--- config.mk ---
export PLATFORM = sky130hd
export DESIGN_NAME = svc_soc_io_dbg_bridge
export DESIGN_NICKNAME = d
export VERILOG_FILES = /design/src/rtl/svc_soc_io_dbg_bridge.sv
export SDC_FILE = /design/constraint.sdc
export NUM_CORES = 1
export LEC_CHECK = 0
export ABC_AREA = 1
export CORE_ASPECT_RATIO = 0.9
export CORE_MARGIN = 2
export CORE_UTILIZATION = 55
export CTS_CLUSTER_SIZE = 30
export DETAILED_ROUTE_END_ITERATION = 16
export HOLD_SLACK_MARGIN = 0.15
export PLACE_DENSITY = 0.87
export SKIP_LAST_GASP = 1
export SLEW_MARGIN = 30
export SYNTH_ARGS = -nofsm -noshare
export SYNTH_HDL_FRONTEND = slang
export SYNTH_SLANG_ARGS = --single-unit
--- constraint.sdc ---
create_clock -name clk -period 3.1 [get_ports clk]
set_input_delay 0.93 -clock clk [delete_from_list [all_inputs] [get_ports clk]]
set_output_delay 0.93 -clock clk [all_outputs]
set_load 0.05 [all_outputs]
--- src/rtl/svc_soc_io_dbg_bridge.sv ---
// ---------------------------------------------------------------------------
// svc_soc_io_dbg_bridge
//   Host debug bridge: parses command packets arriving on a UART RX byte
//   stream and turns each into one single-beat MMIO access, then returns an
//   acknowledge or the read data on a UART TX byte stream.
//
//   Packets (multi-byte fields little-endian):
//     0x57 'W' addr[4] data[4] -> one write, reply 0x4B 'K'
//     0x52 'R' addr[4]         -> one read,  reply rdata[4]
//     other cmd byte           -> no access, reply 0x45 'E'
//
//   Ports
//     clk, rst_n                  clock, asynchronous active-low reset
//     urx_valid/urx_data/urx_ready  RX byte stream (bridge is the sink)
//     utx_valid/utx_data/utx_ready  TX byte stream (bridge is the source)
//     io_wen/io_waddr/io_wdata/io_wstrb  MMIO write port (1-cycle strobe)
//     io_ren/io_raddr/io_rdata           MMIO read port (1-cycle strobe)
//     busy                        high whenever a packet is in progress
//
//   Parameters
//     RD_LATENCY      0: io_rdata valid in the io_ren cycle, 1: next cycle
//     TIMEOUT_CYCLES  idle cycles allowed between packet bytes, 0 = never
// ---------------------------------------------------------------------------
module svc_soc_io_dbg_bridge #(
    parameter int unsigned RD_LATENCY     = 1,
    parameter int unsigned TIMEOUT_CYCLES = 25_000_000
) (
    input  logic        clk,
    input  logic        rst_n,
    input  logic        urx_valid,
    input  logic [7:0]  urx_data,
    output logic        urx_ready,
    output logic        utx_valid,
    output logic [7:0]  utx_data,
    input  logic        utx_ready,
    output logic        io_wen,
    output logic [31:0] io_waddr,
    output logic [31:0] io_wdata,
    output logic [3:0]  io_wstrb,
    output logic        io_ren,
    output logic [31:0] io_raddr,
    input  logic [31:0] io_rdata,
    output logic        busy
);

    localparam logic [7:0] CMD_W = 8'h57;
    localparam logic [7:0] CMD_R = 8'h52;
    localparam logic [7:0] RSP_K = 8'h4B;
    localparam logic [7:0] RSP_E = 8'h45;

    localparam int unsigned TMO_W = (TIMEOUT_CYCLES > 32'd0) ? $clog2(TIMEOUT_CYCLES + 32'd1) : 1;
    localparam logic [TMO_W-1:0] TMO_LAST = TMO_W'(TIMEOUT_CYCLES - 32'd1);

    typedef enum logic [2:0] {
        S_IDLE  = 3'd0,
        S_ADDR  = 3'd1,
        S_WDATA = 3'd2,
        S_ISSUE = 3'd3,
        S_RWAIT = 3'd4,
        S_RESP  = 3'd5
    } state_t;

    state_t            state_q,     state_d;
    logic [1:0]        cnt_q,       cnt_d;
    logic              is_wr_q,     is_wr_d;
    logic              multi_q,     multi_d;
    logic [31:0]       addr_sh_q,   addr_sh_d;
    logic [31:0]       buf_q,       buf_d;
    logic [31:0]       addr_q,      addr_d;
    logic [31:0]       wdata_q,     wdata_d;
    logic [TMO_W-1:0]  tmo_q,       tmo_d;
    logic              urx_ready_q, urx_ready_d;
    logic              utx_valid_q, utx_valid_d;
    logic [7:0]        utx_data_q,  utx_data_d;
    logic              io_wen_q,    io_wen_d;
    logic              io_ren_q,    io_ren_d;
    logic              busy_q,      busy_d;

    logic              byte_acc_s;
    logic              byte_sent_s;

    // Pick byte i (0 = least significant) out of a 32-bit word.
    function automatic logic [7:0] byte_sel(input logic [31:0] w, input logic [1:0] i);
        logic [7:0] b;
        case (i)
            2'd0:    b = w[7:0];
            2'd1:    b = w[15:8];
            2'd2:    b = w[23:16];
            2'd3:    b = w[31:24];
            default: b = 8'h00;
        endcase
        return b;
    endfunction

    assign byte_acc_s  = urx_valid && urx_ready_q;
    assign byte_sent_s = utx_valid_q && utx_ready;

    // Next-state and next-output computation for the packet FSM.
    always_comb begin
        state_d     = state_q;
        cnt_d       = cnt_q;
        is_wr_d     = is_wr_q;
        multi_d     = multi_q;
        addr_sh_d   = addr_sh_q;
        buf_d       = buf_q;
        addr_d      = addr_q;
        wdata_d     = wdata_q;
        tmo_d       = {TMO_W{1'b0}};
        urx_ready_d = urx_ready_q;
        utx_valid_d = utx_valid_q;
        utx_data_d  = utx_data_q;
        io_wen_d    = 1'b0;
        io_ren_d    = 1'b0;

        case (state_q)
            S_IDLE: begin
                if (byte_acc_s) begin
                    cnt_d = 2'd0;
                    if ((urx_data == CMD_W) || (urx_data == CMD_R)) begin
                        is_wr_d = (urx_data == CMD_W);
                        state_d = S_ADDR;
                    end else begin
                        state_d     = S_RESP;
                        urx_ready_d = 1'b0;
                        utx_valid_d = 1'b1;
                        utx_data_d  = RSP_E;
                        multi_d     = 1'b0;
                    end
                end else begin
                    state_d = S_IDLE;
                end
            end

            S_ADDR, S_WDATA: begin
                if (byte_acc_s) begin
                    cnt_d = cnt_q + 2'd1;
                    if (state_q == S_ADDR) begin
                        addr_sh_d = {urx_data, addr_sh_q[31:8]};
                    end else begin
                        buf_d = {urx_data, buf_q[31:8]};
                    end
                    if (cnt_q == 2'd3) begin
                        if (state_q == S_ADDR && is_wr_q) begin
                            state_d = S_WDATA;
                        end else if (state_q == S_ADDR) begin
                            // Read: bus address is latched only now, so the
                            // io address holds its old value while bytes stream in.
                            state_d     = S_ISSUE;
                            urx_ready_d = 1'b0;
                            io_ren_d    = 1'b1;
                            addr_d      = {urx_data, addr_sh_q[31:8]};
                        end else begin
                            state_d     = S_ISSUE;
                            urx_ready_d = 1'b0;
                            io_wen_d    = 1'b1;
                            addr_d      = addr_sh_q;
                            wdata_d     = {urx_data, buf_q[31:8]};
                        end
                    end else begin
                        state_d = state_q;
                    end
                end else if (TIMEOUT_CYCLES == 32'd0) begin
                    tmo_d = {TMO_W{1'b0}};
                end else if (tmo_q == TMO_LAST) begin
                    // Host went silent mid-packet: drop it without access or reply.
                    state_d = S_IDLE;
                    cnt_d   = 2'd0;
                end else begin
                    tmo_d = tmo_q + TMO_W'(1);
                end
            end

            S_ISSUE: begin
                cnt_d = 2'd0;
                if (is_wr_q) begin
                    state_d     = S_RESP;
                    utx_valid_d = 1'b1;
                    utx_data_d  = RSP_K;
                    multi_d     = 1'b0;
                end else if (RD_LATENCY == 32'd0) begin
                    state_d     = S_RESP;
                    buf_d       = io_rdata;
                    utx_valid_d = 1'b1;
                    utx_data_d  = io_rdata[7:0];
                    multi_d     = 1'b1;
                end else begin
                    state_d = S_RWAIT;
                end
            end

            S_RWAIT: begin
                state_d     = S_RESP;
                buf_d       = io_rdata;
                utx_valid_d = 1'b1;
                utx_data_d  = io_rdata[7:0];
                multi_d     = 1'b1;
                cnt_d       = 2'd0;
            end

            S_RESP: begin
                if (byte_sent_s) begin
                    if (!multi_q || (cnt_q == 2'd3)) begin
                        state_d     = S_IDLE;
                        utx_valid_d = 1'b0;
                        urx_ready_d = 1'b1;
                        cnt_d       = 2'd0;
                    end else begin
                        cnt_d      = cnt_q + 2'd1;
                        utx_data_d = byte_sel(buf_q, cnt_q + 2'd1);
                    end
                end else begin
                    state_d = S_RESP;
                end
            end

            default: begin
                state_d     = S_IDLE;
                cnt_d       = 2'd0;
                urx_ready_d = 1'b1;
                utx_valid_d = 1'b0;
            end
        endcase

        busy_d = (state_d != S_IDLE);
    end

    // State and output registers.
    always_ff @(posedge clk or negedge rst_n) begin
        if (!rst_n) begin
            state_q     <= S_IDLE;
            cnt_q       <= 2'd0;
            is_wr_q     <= 1'b0;
            multi_q     <= 1'b0;
            addr_sh_q   <= 32'd0;
            buf_q       <= 32'd0;
            addr_q      <= 32'd0;
            wdata_q     <= 32'd0;
            tmo_q       <= {TMO_W{1'b0}};
            urx_ready_q <= 1'b1;
            utx_valid_q <= 1'b0;
            utx_data_q  <= 8'h00;
            io_wen_q    <= 1'b0;
            io_ren_q    <= 1'b0;
            busy_q      <= 1'b0;
        end else begin
            state_q     <= state_d;
            cnt_q       <= cnt_d;
            is_wr_q     <= is_wr_d;
            multi_q     <= multi_d;
            addr_sh_q   <= addr_sh_d;
            buf_q       <= buf_d;
            addr_q      <= addr_d;
            wdata_q     <= wdata_d;
            tmo_q       <= tmo_d;
            urx_ready_q <= urx_ready_d;
            utx_valid_q <= utx_valid_d;
            utx_data_q  <= utx_data_d;
            io_wen_q    <= io_wen_d;
            io_ren_q    <= io_ren_d;
            busy_q      <= busy_d;
        end
    end

    assign urx_ready = urx_ready_q;
    assign utx_valid = utx_valid_q;
    assign utx_data  = utx_data_q;
    assign io_wen    = io_wen_q;
    assign io_ren    = io_ren_q;
    assign io_waddr  = addr_q;
    assign io_raddr  = addr_q;
    assign io_wdata  = wdata_q;
    assign io_wstrb  = 4'hF;
    assign busy      = busy_q;

endmodule
Word-level counts from Yosys, hierarchy flattened
Cells that the tools add are included.

Output and inout port bits: 113. Word-level logic and storage cells: 124. Register bits: 173. Input bits: 44.

Multiplexer cells: 56. Add/subtract/negate cells: 2. Eq/ne operators: 23. Bitwise logic cells: 4. Reduce and logical (&&, ||, !) cells: 24.

Operator list (count): 32-bit two-way mux (3); 25-bit two-way mux (3); 32-bit case mux with 2 select lines (1); 8-bit case mux with 4 select lines (2); 8-bit two-way mux (5); 25-bit by 1-bit adder with 25-bit output, second input constant (1); 25-bit equality test, second input constant (1); 1-bit two-way mux (25); 3-bit two-way mux (7); 2-bit != test, second input constant (10); 8-bit by 7-bit equality test with 1-bit output, second input constant (2); 3-bit case mux with 5 select lines (1); 6-bit AND reduction (2); 2-bit two-way mux (5); 3-bit AND reduction (3); 4-bit AND reduction (2); 8-bit AND reduction (1); 2-bit equality test, second input constant (3); 3-bit by 2-bit equality test with 1-bit output, second input constant (2); 3-bit equality test, second input constant (2); 2-bit case mux with 3 select lines (1); 3-bit nonzero test (2); 1-bit case mux with 5 select lines (1); 5-bit AND reduction (1); 16 further kinds (23).

Longest topological paths before layout
Depth in word-level cells: 7. Gate-level depth with buffers: 12. Mapped depth without buffers: 11.

Least setup slack after synthesis
No wires, ideal clock.

Kind: in2reg. From: input port urx_valid. To: register wdata_q[0] (netlist: io_wdata[0]). Data required time: 2.970 ns. Library setup time: 0.130 ns. Arrival time: 1.806 ns. Cell stages on the path: 8. Buffers on the path: 1. Slack: 1.164 ns. Cell sequence: nand2_2 nor2_2 inv_1 nor3_2 inv_2 buf_2 nand2_1 o21ai_0.

Longest elaborated chain between the ends: 2.

Ends and longest elaborated chain: from (decl) (RTL line 30) `input logic urx_valid,`; 1-bit logical AND (RTL line 95) `assign byte_acc_s = urx_valid && urx_ready_q;`; 5-bit AND reduction (no line); to (signal assigned) (RTL line 253) `wdata_q <= wdata_d;`; to (decl) (RTL line 70) `logic [31:0] wdata_q, wdata_d;`.

No other way between the ends. A chain may end at the register's enable or synchronous reset.

Worst setup path after layout
From: register urx_ready_q (netlist: urx_ready). To: output port urx_ready.

RTL lines: from (decl) (RTL line 72) `logic urx_ready_q, urx_ready_d;`; from (signal assigned) (RTL line 255) `urx_ready_q <= urx_ready_d;`; to (decl) (RTL line 32) `output logic urx_ready,`.

No word-level cell between the ends.

==> results.ini <==
[outcome]
outcome=complete, no violations

[floorplan]
die_height_um=122
die_w_um=135
start_util_pct=55.6
fp.dieArea_sq_um=16400
core_area_sq_um=15200
ioPinCount=157
fp-row-count=43

[timing]
tns_ns=0
maxSlewHeadroom_pct=60.0
setup_viol_count_final=0
hold_violations=0
fmax_ghz=0.365
fin_worst_skew_ns=0.00950
grt_setup_unrepaired=false
min_period_over_period_pct=88.3
worst_slew_pin_slew_ns=0.594
drv_slew=0
fin_crit_ns=2.74

[cts]
cts.clk_slew.worst_paths_ns=0.07
postCtsSetupBuffers=0
post_cts_resized=0
clock_latency_ns=0.43
cts_max_level=4
cts_root_buf=clkbuf_16
hold_buffers=0
cts_tree=yes
numClockSinks=173
cts_buffers=17
clockBufferDepth=2

[critical_path]
crit_buf_inv=1
crit_path_start_kind=register
crit_fanout=3
slowest_stage=clkdlybuf4s50_1
arrival_ns=1.81
path_cells=clkdlybuf4s50_1
worstSetupEndpointType=output port
max_stage_delay_ns=0.82
crit_family=buffers and inverters
critical_path_class=reg2out
worst_ep_required_time_ns=2.17

[routing]
wire_per_inst_um=15.6
via_per_inst=5.36
drt-total-wl_um=21900
dr.pass1.iters=5
vias=7512
drt_first_iter_violations=820
postRouteAntennaNets=0
drc_errors=0

[grt]
grt_util_all_layers_pct=28.0
grt_max_degree=54
grt_pass1_wl_um=35800
antenna_found_initial=0
grt_pass1_vias=7057
grt_remaining_overflow=0

[logic_synthesis]
synth_flop_cell=dfrtp_1
avgSynthCellArea_sq_um=7.86
ys_async_sr_fraction_pct=100
ys_ff_latch=173
ys_warn_count=0
synth_cells=1078
synth-edff-count=0
syn-cell-area_sq_um=8470
seq_area_frac_synth_pct=51.1
ys_types=36

[pwr]
powerDensity_nw_per_um2=810
p_comb_share_pct=36.3
peakVddDrop_mv=0.526
p_switching_mw=3.36
seqPwrFrac_pct=35.9
p_total_mw=8.57
swShare_pct=39.2
intPower_mw=5.21
clkPwrFrac_pct=27.8
p_leak_nw=4.96

[layout]
layout_commonest_cell=nand2_1
final_cell_mix=nand2_1, dfrtp_1, clkdlybuf4s50_1, o21ai_0, inv_1
postLayoutCoreUtil_pct=69.5
syn_to_final_growth_pct=24.9
nFillCells=1191
drive_gt1_share_pct=6.83
design_area_sq_um=10600
fin_cells=1402
antenna_cells=0
final_nets=1236

[placement]
port_buffers=152
gp_congestion=0.916
place_hpwl_um=15400
place_area_sq_um=9920
dp_cells=1370

[flow_run]
cap_violations=0

[min_path]
hold_class=in2async

-- logic make-up (layout without fill, tap and decap cells) --
kind of cell,after synthesis,in the layout,synth area share (%)
adder cells (fa/ha/maj),5,5,0.739
flip-flops,173,173,51.1
AO/OA/AOI/OAI,183,183,11.1
XOR/XNOR,6,6,0.620
multiplexers,8,8,1.06
buffers and inverters,185,304,10.7
other,1,4,0.0443
AND/OR/NAND/NOR,517,517,24.6
-- per-stage QoR --
stage / worst slack [ns] / hold WS [ns]
6_report: 0.363 / 0.448
5_1_grt: 0.339 / 0.474
4_1_cts: 0.358 / 0.455
3_5_place_dp: 0.428 / 0.457
3_3_place_gp: 0.488 / 0.447
2_1_floorplan: 1.16 / 0.427
-- state kept, by name, indices dropped and copies added, names as in the netlist --
| signal | count |
|---|---|
| state_q | 3 |
| addr_sh_q | 32 |
| io_wdata | 32 |
| utx_valid | 1 |
| utx_data | 8 |
| io_wen | 1 |
| urx_ready | 1 |
| multi_q | 1 |
| io_ren | 1 |
| io_raddr | 32 |
| cnt_q | 2 |
| buf_q | 32 |
| is_wr_q | 1 |
| tmo_q | 25 |
| busy | 1 |
-- final timing paths --
path                             from             to  slack, ns  depth (start not counted)
setup / recovery            urx_ready      urx_ready       0.36                          1
hold / removal                  rst_n    io_wdata[7]       0.45                          1
setup reg to reg           state_q[2]  addr_sh_q[31]       0.90                          6
hold reg to reg              tmo_q[0]       tmo_q[0]       0.46                          1
max in group asynchronous       rst_n      urx_ready       1.97                          2
min in group clk             tmo_q[0]       tmo_q[0]       0.46                          1
-- cell usage after synthesis (all sizes together) (2+ instances only) --
| cell | count | area (sq um) |
|---|---|---|
| inv | 105 | 394 |
| xor2 | 4 | 35.0 |
| nand4 | 10 | 68.8 |
| clkbuf | 13 | 48.8 |
| xnor2 | 2 | 17.5 |
| nand3 | 29 | 150 |
| o21ai | 160 | 805 |
| mux2 | 8 | 90.1 |
| nand2 | 391 | 1490 |
| o211ai | 6 | 45.0 |
| buf | 67 | 465 |
| nor2 | 73 | 289 |
| dfrtp | 172 | 4300 |
| a21oi | 14 | 70.1 |
| ha | 5 | 62.6 |
| nor3 | 10 | 55.1 |
| a31oi | 2 | 12.5 |
-- power groups by stage --
stage               Combinational [mW]  Sequential [mW]  Clock (mW)
CTS                               3.07             3.07        2.39
finish                            3.11             3.08        2.38
global placement                  2.96             3.08           0
floorplan                         2.00             3.26           0
global route                      3.47             3.13        2.50
detailed placement                3.01             3.10           0
-- per-layer routing --
layer,vias up,part of all wire [%],routed length [um],GRT usage (%)
met1,3566,43,9370,39.1
met4,0,2.0,447,7.89
li1,3580,-,-,-
met2,325,48,10400,44.6
met5,-,0,0,0
met3,41,7.7,1680,5.95
-- layout make-up --
cell class,instances,area (sq um),area share (%)
Clock buffer,22,474,4.48
Clock inverter,10,185,1.75
Inverter,105,394,3.73
Multi-Input combinational cell,723,3260,30.8
Sequential cell,173,4330,40.9
Tap cell,202,253,2.39
Timing Repair Buffer,167,1690,15.9
No activity file was read; power rests on OpenSTA's default activity.
